--- config.mk ---
export PLATFORM = sky130hd
export DESIGN_NAME = complete_buffer_flat
export DESIGN_NICKNAME = d
export VERILOG_FILES = /design/src/rtl/complete_buffer_if.sv /design/src/rtl/complete_buffer.sv /design/src/flat_wrapper.sv
export SDC_FILE = /design/constraint.sdc
export NUM_CORES = 2
export LEC_CHECK = 0
export CAP_MARGIN = 20
export CELL_PAD_IN_SITES_DETAIL_PLACEMENT = 0
export CELL_PAD_IN_SITES_GLOBAL_PLACEMENT = 1
export CORE_MARGIN = 2
export CORE_UTILIZATION = 45
export CTS_CLUSTER_DIAMETER = 60
export DETAILED_ROUTE_END_ITERATION = 16
export HOLD_SLACK_MARGIN = 0.06
export PLACE_DENSITY_LB_ADDON = 0.15
export SLEW_MARGIN = 30
export SYNTH_ARGS = -nofsm -noshare
export SYNTH_HDL_FRONTEND = slang
export SYNTH_SLANG_ARGS = --single-unit
--- constraint.sdc ---
create_clock -name clock -period 7.8 [get_ports clock]
set_input_delay 1.17 -clock clock [delete_from_list [all_inputs] [get_ports clock]]
set_output_delay 1.17 -clock clock [all_outputs]
set_load 0.01 [all_outputs]
--- src/rtl/complete_buffer_if.sv ---
// complete_buffer_if: FU result ports, squash, and ROB/CDB complete outputs of the complete stage
interface complete_buffer_if #(
    parameter int NUM_FU    = 4,
    parameter int BUF_DEPTH = 8,
    parameter int XLEN      = 32,
    parameter int ROB_IDX_W = 5,
    parameter int TAG_W     = 6
);
    logic                        squash;
    logic [NUM_FU-1:0]           fu_valid;
    logic [NUM_FU-1:0]           fu_ready;
    logic [NUM_FU*ROB_IDX_W-1:0] fu_rob_idx;
    logic [NUM_FU*TAG_W-1:0]     fu_tag;
    logic [NUM_FU-1:0]           fu_tag_valid;
    logic [NUM_FU*XLEN-1:0]      fu_result;
    logic [NUM_FU*XLEN-1:0]      fu_rs2_value;
    logic [NUM_FU-1:0]           fu_take_branch;
    logic                        complete_en;
    logic [ROB_IDX_W-1:0]        complete_idx;
    logic [XLEN-1:0]             result;
    logic [XLEN-1:0]             rs2_value;
    logic                        take_branch;
    logic                        cdb_valid;
    logic [TAG_W-1:0]            cdb_tag;
    logic [$clog2(BUF_DEPTH):0]  count;
    modport master (
        output squash, fu_valid, fu_rob_idx, fu_tag, fu_tag_valid, fu_result, fu_rs2_value, fu_take_branch,
        input  fu_ready, complete_en, complete_idx, result, rs2_value, take_branch, cdb_valid, cdb_tag, count
    );
    modport slave (
        input  squash, fu_valid, fu_rob_idx, fu_tag, fu_tag_valid, fu_result, fu_rs2_value, fu_take_branch,
        output fu_ready, complete_en, complete_idx, result, rs2_value, take_branch, cdb_valid, cdb_tag, count
    );
endinterface

--- src/rtl/complete_buffer.sv ---
// complete_buffer: circular FIFO collecting FU results, draining one per cycle to the ROB and CDB
module complete_buffer #(
    parameter int NUM_FU    = 4,
    parameter int BUF_DEPTH = 8,
    parameter int XLEN      = 32,
    parameter int ROB_IDX_W = 5,
    parameter int TAG_W     = 6
) (
    input logic clock,
    input logic reset,
    complete_buffer_if.slave bus
);
    localparam int PW = $clog2(BUF_DEPTH);
    localparam int CW = PW + 1;

    logic [PW-1:0]        head, tail;
    logic [CW-1:0]        count_q, space, n_acc;
    logic [BUF_DEPTH-1:0] ent_v, ent_tv, ent_tb;
    logic [ROB_IDX_W-1:0] ent_idx [BUF_DEPTH];
    logic [TAG_W-1:0]     ent_tag [BUF_DEPTH];
    logic [XLEN-1:0]      ent_res [BUF_DEPTH];
    logic [XLEN-1:0]      ent_rs2 [BUF_DEPTH];
    logic [NUM_FU-1:0]    rdy, acc;
    logic [PW-1:0]        wptr [NUM_FU];
    logic                 pop;

    assign pop   = count_q != '0;
    assign space = CW'(BUF_DEPTH) - count_q + CW'(pop);

    // Port i is ready when enough slots remain for every valid lower-index port plus itself
    always_comb begin
        logic [CW-1:0] run;
        run   = '0;
        n_acc = '0;
        rdy   = '0;
        acc   = '0;
        for (int i = 0; i < NUM_FU; i++) begin
            rdy[i]  = !reset || (!bus.squash && space > run);
            acc[i]  = bus.fu_valid[i] && rdy[i];
            wptr[i] = tail + run[PW-1:0];
            run     = run + CW'(bus.fu_valid[i]);
            n_acc   = n_acc + CW'(acc[i]);
        end
    end

    // Pointer, occupancy and entry-valid tracking; squash empties the buffer
    always_ff @(posedge clock or negedge reset) begin
        if (!reset) begin
            head    <= '0;
            tail    <= '0;
            count_q <= '0;
            ent_v   <= '0;
        end else if (bus.squash) begin
            head    <= '0;
            tail    <= '0;
            count_q <= '0;
            ent_v   <= '0;
        end else begin
            head    <= head + PW'(pop);
            tail    <= tail + n_acc[PW-1:0];
            count_q <= count_q + n_acc - CW'(pop);
            if (pop) ent_v[head] <= 1'b0;
            for (int i = 0; i < NUM_FU; i++)
                if (acc[i]) ent_v[wptr[i]] <= 1'b1;
        end
    end

    // Payload storage; contents only matter where the entry is valid
    always_ff @(posedge clock) begin
        for (int i = 0; i < NUM_FU; i++)
            if (acc[i]) begin
                ent_idx[wptr[i]] <= bus.fu_rob_idx[i*ROB_IDX_W +: ROB_IDX_W];
                ent_tag[wptr[i]] <= bus.fu_tag[i*TAG_W +: TAG_W];
                ent_tv[wptr[i]]  <= bus.fu_tag_valid[i];
                ent_res[wptr[i]] <= bus.fu_result[i*XLEN +: XLEN];
                ent_rs2[wptr[i]] <= bus.fu_rs2_value[i*XLEN +: XLEN];
                ent_tb[wptr[i]]  <= bus.fu_take_branch[i];
            end
    end

    assign bus.fu_ready     = rdy;
    assign bus.count        = count_q;
    assign bus.complete_en  = pop;
    assign bus.complete_idx = pop ? ent_idx[head] : '0;
    assign bus.result       = pop ? ent_res[head] : '0;
    assign bus.rs2_value    = pop ? ent_rs2[head] : '0;
    assign bus.take_branch  = pop && ent_tb[head];
    assign bus.cdb_valid    = pop && ent_v[head] && ent_tv[head];
    assign bus.cdb_tag      = pop ? ent_tag[head] : '0;

    // A stalled FU must keep presenting the same result until it is taken
    for (genvar g = 0; g < NUM_FU; g++) begin : g_hold
        a_hold: assert property (@(posedge clock) disable iff (!reset)
            bus.fu_valid[g] && !bus.fu_ready[g] && !bus.squash |=>
            bus.fu_valid[g] && $stable(bus.fu_rob_idx[g*ROB_IDX_W +: ROB_IDX_W]));
    end
endmodule

--- src/flat_wrapper.sv ---
// flat-port wrapper written by rule: the top's interface ports become plain ports
module complete_buffer_flat 
#(
    parameter int NUM_FU    = 4,
    parameter int BUF_DEPTH = 8,
    parameter int XLEN      = 32,
    parameter int ROB_IDX_W = 5,
    parameter int TAG_W     = 6
)
  (clock, reset, bus_squash, bus_fu_valid, bus_fu_rob_idx, bus_fu_tag, bus_fu_tag_valid, bus_fu_result, bus_fu_rs2_value, bus_fu_take_branch, bus_fu_ready, bus_complete_en, bus_complete_idx, bus_result, bus_rs2_value, bus_take_branch, bus_cdb_valid, bus_cdb_tag, bus_count);
  complete_buffer_if #(.NUM_FU(NUM_FU), .BUF_DEPTH(BUF_DEPTH), .XLEN(XLEN), .ROB_IDX_W(ROB_IDX_W), .TAG_W(TAG_W)) bus_i ();
  input logic clock;
  input logic reset;
  input wire logic [$bits(bus_i.squash)-1:0] bus_squash;
  input wire logic [$bits(bus_i.fu_valid)-1:0] bus_fu_valid;
  input wire logic [$bits(bus_i.fu_rob_idx)-1:0] bus_fu_rob_idx;
  input wire logic [$bits(bus_i.fu_tag)-1:0] bus_fu_tag;
  input wire logic [$bits(bus_i.fu_tag_valid)-1:0] bus_fu_tag_valid;
  input wire logic [$bits(bus_i.fu_result)-1:0] bus_fu_result;
  input wire logic [$bits(bus_i.fu_rs2_value)-1:0] bus_fu_rs2_value;
  input wire logic [$bits(bus_i.fu_take_branch)-1:0] bus_fu_take_branch;
  output wire logic [$bits(bus_i.fu_ready)-1:0] bus_fu_ready;
  output wire logic [$bits(bus_i.complete_en)-1:0] bus_complete_en;
  output wire logic [$bits(bus_i.complete_idx)-1:0] bus_complete_idx;
  output wire logic [$bits(bus_i.result)-1:0] bus_result;
  output wire logic [$bits(bus_i.rs2_value)-1:0] bus_rs2_value;
  output wire logic [$bits(bus_i.take_branch)-1:0] bus_take_branch;
  output wire logic [$bits(bus_i.cdb_valid)-1:0] bus_cdb_valid;
  output wire logic [$bits(bus_i.cdb_tag)-1:0] bus_cdb_tag;
  output wire logic [$bits(bus_i.count)-1:0] bus_count;
  assign bus_i.squash = bus_squash;
  assign bus_i.fu_valid = bus_fu_valid;
  assign bus_i.fu_rob_idx = bus_fu_rob_idx;
  assign bus_i.fu_tag = bus_fu_tag;
  assign bus_i.fu_tag_valid = bus_fu_tag_valid;
  assign bus_i.fu_result = bus_fu_result;
  assign bus_i.fu_rs2_value = bus_fu_rs2_value;
  assign bus_i.fu_take_branch = bus_fu_take_branch;
  assign bus_fu_ready = bus_i.fu_ready;
  assign bus_complete_en = bus_i.complete_en;
  assign bus_complete_idx = bus_i.complete_idx;
  assign bus_result = bus_i.result;
  assign bus_rs2_value = bus_i.rs2_value;
  assign bus_take_branch = bus_i.take_branch;
  assign bus_cdb_valid = bus_i.cdb_valid;
  assign bus_cdb_tag = bus_i.cdb_tag;
  assign bus_count = bus_i.count;
  complete_buffer #(.NUM_FU(NUM_FU), .BUF_DEPTH(BUF_DEPTH), .XLEN(XLEN), .ROB_IDX_W(ROB_IDX_W), .TAG_W(TAG_W)) u_core (.clock(clock), .reset(reset), .bus(bus_i));
endmodule
-- After elaboration in Yosys (flattened, before gate mapping)
Memories as Yosys holds them, arrays and structs flattened.
Cells that the tools add are included.
- $add $sub $neg: 14
- multipliers: 0
- divide/modulo/power cells: 0
- $lt $le $gt $ge: 14
- eq/ne operators: 0
- shifts and indexed selects: 0
- muxes and demuxes: 57
- bitwise operators: 6
- reductions and logical operators: 23
- operators with widths (operator ; number):
    two-way mux 8 bit ; 18
    bitwise mux 8 bit ; 8
    two-way mux 32 bit ; 2
    OR 8 bit ; 4
    < comparator 3 x 4 -> 1 bit, second input constant ; 5
    adder 4 x 1 -> 4 bit ; 4
    logical AND 1 bit ; 16
    two-way mux 1 bit ; 16
    demux 1 bit (select 3 bit) ; 5
    greater-or-equal comparator 3 x 1 -> 1 bit, second input constant ; 5
    adder 3 bit ; 3
    binary-select mux 1 bit (select 3 bit) ; 3
    bitwise AND 8 bit ; 1
    greater-than comparator 4 bit ; 2
    inverter 8 bit ; 1
    adder 3 x 1 -> 3 bit ; 2
    two-way mux 3 bit ; 2
    two-way mux 6 bit ; 1
    two-way mux 5 bit ; 1
    adder 1 x 1 -> 2 bit ; 2
    adder 4 bit ; 1
    greater-than comparator 4 x 1 -> 1 bit ; 1
    greater-than comparator 4 x 1 -> 1 bit, second input constant ; 1
    logical OR 1 bit ; 4
    other kinds (5) ; 6
- register bits after elaboration: 34
- latch bits: 0
- bits in writable memories: 600
- bits in read-only memories: 0
- bits of input ports: 315
- output and inout port bits: 86
- word-level logic and storage cells: 124
- memories: 4
- memory list (name ; depth ; width ; rd ports ; clocked after memory_dff ; wr ports ; RTL line ; source):
    u_core.ent_res ; 8 ; 32 ; 1 ; 0 ; 4 ; complete_buffer.sv:21 ; logic [XLEN-1:0] ent_res [BUF_DEPTH];
    u_core.ent_rs2 ; 8 ; 32 ; 1 ; 0 ; 4 ; complete_buffer.sv:22 ; logic [XLEN-1:0] ent_rs2 [BUF_DEPTH];
    u_core.ent_tag ; 8 ; 6 ; 1 ; 0 ; 4 ; complete_buffer.sv:20 ; logic [TAG_W-1:0] ent_tag [BUF_DEPTH];
    u_core.ent_idx ; 8 ; 5 ; 1 ; 0 ; 4 ; complete_buffer.sv:19 ; logic [ROB_IDX_W-1:0] ent_idx [BUF_DEPTH];

-- Logic depth before layout (Yosys ltp)
- word-level depth: 20
- depth in mapped cells: 27
- mapped depth without buffers: 23

-- Worst setup path after synthesis
Ideal clock, no wire load.
- kind: reg2reg
- start point: register u_core.count_q[2] (netlist: u_core.bus.count[2])
- end point: memory u_core.ent_idx[3][0], enable pin
- library setup time: 952 ps
- data arrival time: 5921 ps
- data required time: 6848 ps
- slack: 926 ps
- stages on the path, launching flop included: 18
- path buffers: 5
- cells stage by stage: dfrtp_1 -> buf_2 -> or4_1 -> inv_1 -> clkbuf_1 -> clkbuf_1 -> ha_1 -> inv_1 -> ha_1 -> xnor2_1 -> ha_1 -> and4b_1 -> a311oi_1 -> o221ai_2 -> nand4_1 -> clkbuf_1 -> clkbuf_1 -> nand3_1
- RTL lines (element ; RTL line ; source):
    start: declaration ; complete_buffer.sv:17 ; logic [CW-1:0] count_q, space, n_acc;
    start signal: assignment ; complete_buffer.sv:61 ; count_q <= count_q + n_acc - CW'(pop);
    end: declaration ; complete_buffer.sv:19 ;

-- Final worst setup path
- start point: register u_core.count_q[2] (netlist: u_core.bus.count[2])
- end point: output port bus_fu_ready[3]
- cells in the longest elaborated chain, start to end: 5
- elaborated cells on any way between the ends: 6
- those cells by class: add/sub (2); order compare (1); reduce/logical (3)
- ends and longest elaborated chain (element ; RTL line ; source):
    subtractor 4 bit or nonzero test 4 bit (tied branches) ; complete_buffer.sv:28, complete_buffer.sv:27 ;
    adder 4 x 1 -> 4 bit (*) ; complete_buffer.sv:28 ; assign space = CW'(BUF_DEPTH) - count_q + CW'(pop);
    greater-than comparator 4 bit (*) ; complete_buffer.sv:38 ; rdy[i] = !reset || (!bus.squash && space > run);
    logical AND 1 bit (*) ; complete_buffer.sv:38 ;
    logical OR 1 bit (*) ; complete_buffer.sv:38 ;
    end: declaration ; flat_wrapper.sv:22 ; output wire logic [$bits(bus_i.fu_ready)-1:0] bus_fu_ready;
Every way passes the cells marked *; elsewhere a longest branch is shown, timed or not.

==> results by group <==
Status
  • Status: finished, final reports clean

Synthesis
  • Most area-consuming cells after synthesis: edfxtp_1, mux2_1, o21ai_0
  • Avg Synthesized Cell Area: 9.060 um^2
  • Dominant synthesized flop cell: edfxtp_1
  • Synth unique cells: around 70
  • Mapped Cells: roughly 4,900
  • Syn nets: between 5,000 and 6,000
  • Yosys top cell by area: edfxtp_1
  • #FFs+latches synth: roughly 630
  • Post-Synthesis Cell Area: 44,110 um^2
  • EDFF count, synth: 600
  • Post-synth top area share: 40.84%
  • Yosys warns: 0
  • Register area share after synthesis: about 43%
  • Asr flop ratio synth: 2.839%

Clocking
  • Hold buffers post-CTS: 0
  • Worst skew pair latency: approximately 0.66 ns
  • # H-tree levels: 3
  • Post-CTS Setup Repair Bufs: 0
  • Clock slew at reported path FFs: 0.06 ns
  • Total clock sinks: approximately 630
  • Clock Tree Buf Depth: 3
  • CTS Buf Count: 84
  • Number of cells upsized or downsized after cts: 0
  • Clk root buf: clkbuf_16
  • TritonCTS clock tree: built

STA
  • Peak Freq: ~160 MHz
  • Hold Slack: slightly below 0.6 ns
  • Worst-Margin Slew: 1.096 ns
  • Part of the cycle the worst path needs: roughly 80%
  • Final hold vios: 0
  • Fin Clk Skew: ~0.018 ns
  • Fin. max-slew vios: 0
  • Final setup violation count: 0
  • Setup TNS: 0 ns
  • Slew margin rel.: around 27%
  • RSZ-0062 raised after global routing: false
  • Minimum clock period: between 6 and 7 ns

Floorplan
  • Full die area: around 100,000 um^2
  • Die Ht: 317.1 um
  • Initial Util: between 40 and 50%
  • Core area: 96,990 um^2
  • Site Rows: roughly 110
  • I/O pin total: approximately 400
  • Die X: ~320 um

Global routing
  • Vias in the first global route: between 40,000 and 50,000
  • Initial antenna violation count: 18
  • GRT Util Overall: between 40% and 50%
  • Largest net degree at the start of global routing: 82
  • Grt ovf: 0
  • First-pass GRT wire length: between 300,000 and 400,000 um

Setup path
  • Crit path cell chain: or4_1, inv_4, ha_1, inv_1, ha_1, xnor2_1, ha_1, and4b_1, a311oi_1, o221ai_4, clkdlybuf4s50_1
  • Max stage delay on crit path: approximately 0.74 ns
  • CP max stage cell: clkdlybuf4s50_1
  • Crit-path most repeated cell: ha_1
  • CP arrival: 5.17 ns
  • Worst-path fanout max: 41
  • Reg2reg start: u_core.bus.count[2]$_DFF_PN0_
  • CP Launch Point: u_core.bus.count[2]$_DFF_PN0_
  • Reg2reg end: u_core.ent_rs2[6][19]$_DFFE_PP_
  • End of the critical path: bus_fu_ready[3]
  • R2r setup slk: roughly 1.7 ns
  • CP Capture Type: output port
  • Worst Path Required: 6.63 ns
  • Worst R2R Path Depth: 14
  • Critical path type: flip-flop to output port
  • Startpoint types: flip-flop

Pwr
  • Worst VDD drop: 290.3 uV
  • Leak Pwr: approximately 17 nW
  • Pwr dens: about 380 nW/um^2
  • Pwr Total: about 19 mW

Placed design
  • Post-DP HPWL: between 100,000 and 150,000 um
  • GP Congestion: 0.8930
  • # port buffers: 400
  • DP Cell Count: roughly 6,000

Route
  • Via/cell ratio: ~7.0
  • Post-DRT Antenna Nets: 0
  • DR pass1 iterations: 6
  • Final wirelength: around 210,000 um
  • Initial DRC count: 6,344
  • Total vias in the final route: approximately 44,000
  • Wire per inst: approximately 34 um
  • DRC: 0

Finish
  • Share of layout cells above drive strength 1: a little over 6%
  • Non-filler cells, final: approximately 6,300
  • Core Util, Final: roughly 53%
  • Fillers: between 8,000 and 9,000
  • Nets: around 5,300
  • Area growth from synthesis to layout: 15.70%

Min path
  • Type of the worst min-delay path: flip-flop to flip-flop

Flow run
  • Max Cap Violations: 0
## cells by family (layout without fill, tap and decap cells)
family | after synthesis | after routing | synth area share (%)
AOI/OAI and AO/OA | 1839 | 1839 | 25.08
xor gates and xnor gates | 16 | 16 | 0.3176
adders and majority gates | 31 | 31 | 0.9813
buffers and inverters | 543 | 674 | 6.294
DFF | 634 | 634 | 42.59
muxes | 469 | 469 | 11.95
other | 0 | 16 | 0
and+or+nand+nor | 1337 | 1337 | 12.78
## critical path, delay by kind of cell, from the launching register on
kind / cells / cell delay (ns)
compound gates: 2 / 0.71
flops: 1 / 0.49
xor+xnor: 1 / 0.13
buf+inv: 3 / 1.42
simple gates: 2 / 0.89
fa+ha+maj: 3 / 0.89
## report_power, final
part	internal (mW)	leakage [nW]	switching [mW]	total, mW
Combinational	3.03	9.55	6.18	9.22
Sequential	5.72	5.92	0.482	6.21
Clock	2.15	1.26	1.66	3.80
Total	10.9	16.7	8.32	19.2
## synthesized netlist by cell type (30+ instances only)
library cell    n
o21ai_0       647
nand2_1       618
edfxtp_1      600
o21ai_1       561
nor2_1        484
mux2_1        443
clkbuf_1      274
a22oi_1       258
a211oi_1      163
and2_1        153
buf_4          85
buf_2          82
a41oi_1        56
buf_6          41
buf_1          30
## routing by layer
layer	vias up	global-route usage, %	part of all wire (%)
met5	-	0	0.035
met4	12	25.58	6.6
met2	3624	64.69	45
li1	18093	-	-
met3	937	8.641	12
met1	21137	52.07	36
## placed cells by master (no fill, tap or decap), types with 76 or more instances in the layout
cell | netlist | final
clkdlybuf4s50_1 | 0 | 399
a211oi_1 | 163 | 163
mux2_1 | 443 | 443
clkbuf_16 | 0 | 85
nor2_1 | 484 | 477
buf_4 | 85 | 76
a22oi_1 | 258 | 258
edfxtp_1 | 600 | 600
and2_1 | 153 | 153
o21ai_1 | 561 | 561
o21ai_0 | 647 | 647
nand2_1 | 618 | 615
## worst min path at each step
stage	from	endpoint	slack (ns)	depth (start not counted)
floorplan	u_core.ent_v[6]$_DFF_PN0_	u_core.ent_v[6]$_DFF_PN0_	0.51	2
global placement	u_core.ent_v[2]$_DFF_PN0_	u_core.ent_v[2]$_DFF_PN0_	0.55	2
detailed placement	u_core.ent_v[4]$_DFF_PN0_	u_core.ent_v[4]$_DFF_PN0_	0.56	2
CTS	u_core.ent_v[4]$_DFF_PN0_	u_core.ent_v[4]$_DFF_PN0_	0.56	2
global route	u_core.ent_v[4]$_DFF_PN0_	u_core.ent_v[4]$_DFF_PN0_	0.60	2
finish	u_core.ent_v[4]$_DFF_PN0_	u_core.ent_v[4]$_DFF_PN0_	0.58	2
## stage by stage
step / worst slack, ns / area, um^2
after floorplan: 0.9265 / 44110
after global placement: 1.439 / 48260
after detailed placement: 1.484 / 48360
after CTS: 1.461 / 50950
after global routing: 1.274 / 51030
final: 1.461 / 51040
## layout make-up
class	instances	area, um^2	share of cell area, %
Antenna cell	16	40.04	0.07844
Clock buffer	101	2197	4.305
Clock inverter	50	394.1	0.7722
Inverter	24	100.1	0.1961
Multi-Input combinational cell	3692	22920	44.90
Sequential cell	634	18790	36.81
Tap cell	1276	1597	3.128
Timing Repair Buffer	499	5009	9.813
## state kept, by name, summed over array words and instances, names as in the netlist
signal	count
u_core.ent_tb	8
u_core.ent_v	8
u_core.ent_idx	40
u_core.bus.count	4
u_core.ent_tag	48
u_core.tail	3
u_core.ent_tv	8
u_core.head	3
u_core.ent_rs2	256
u_core.ent_res	256
Note: power is estimated with default switching activity, not from simulation.
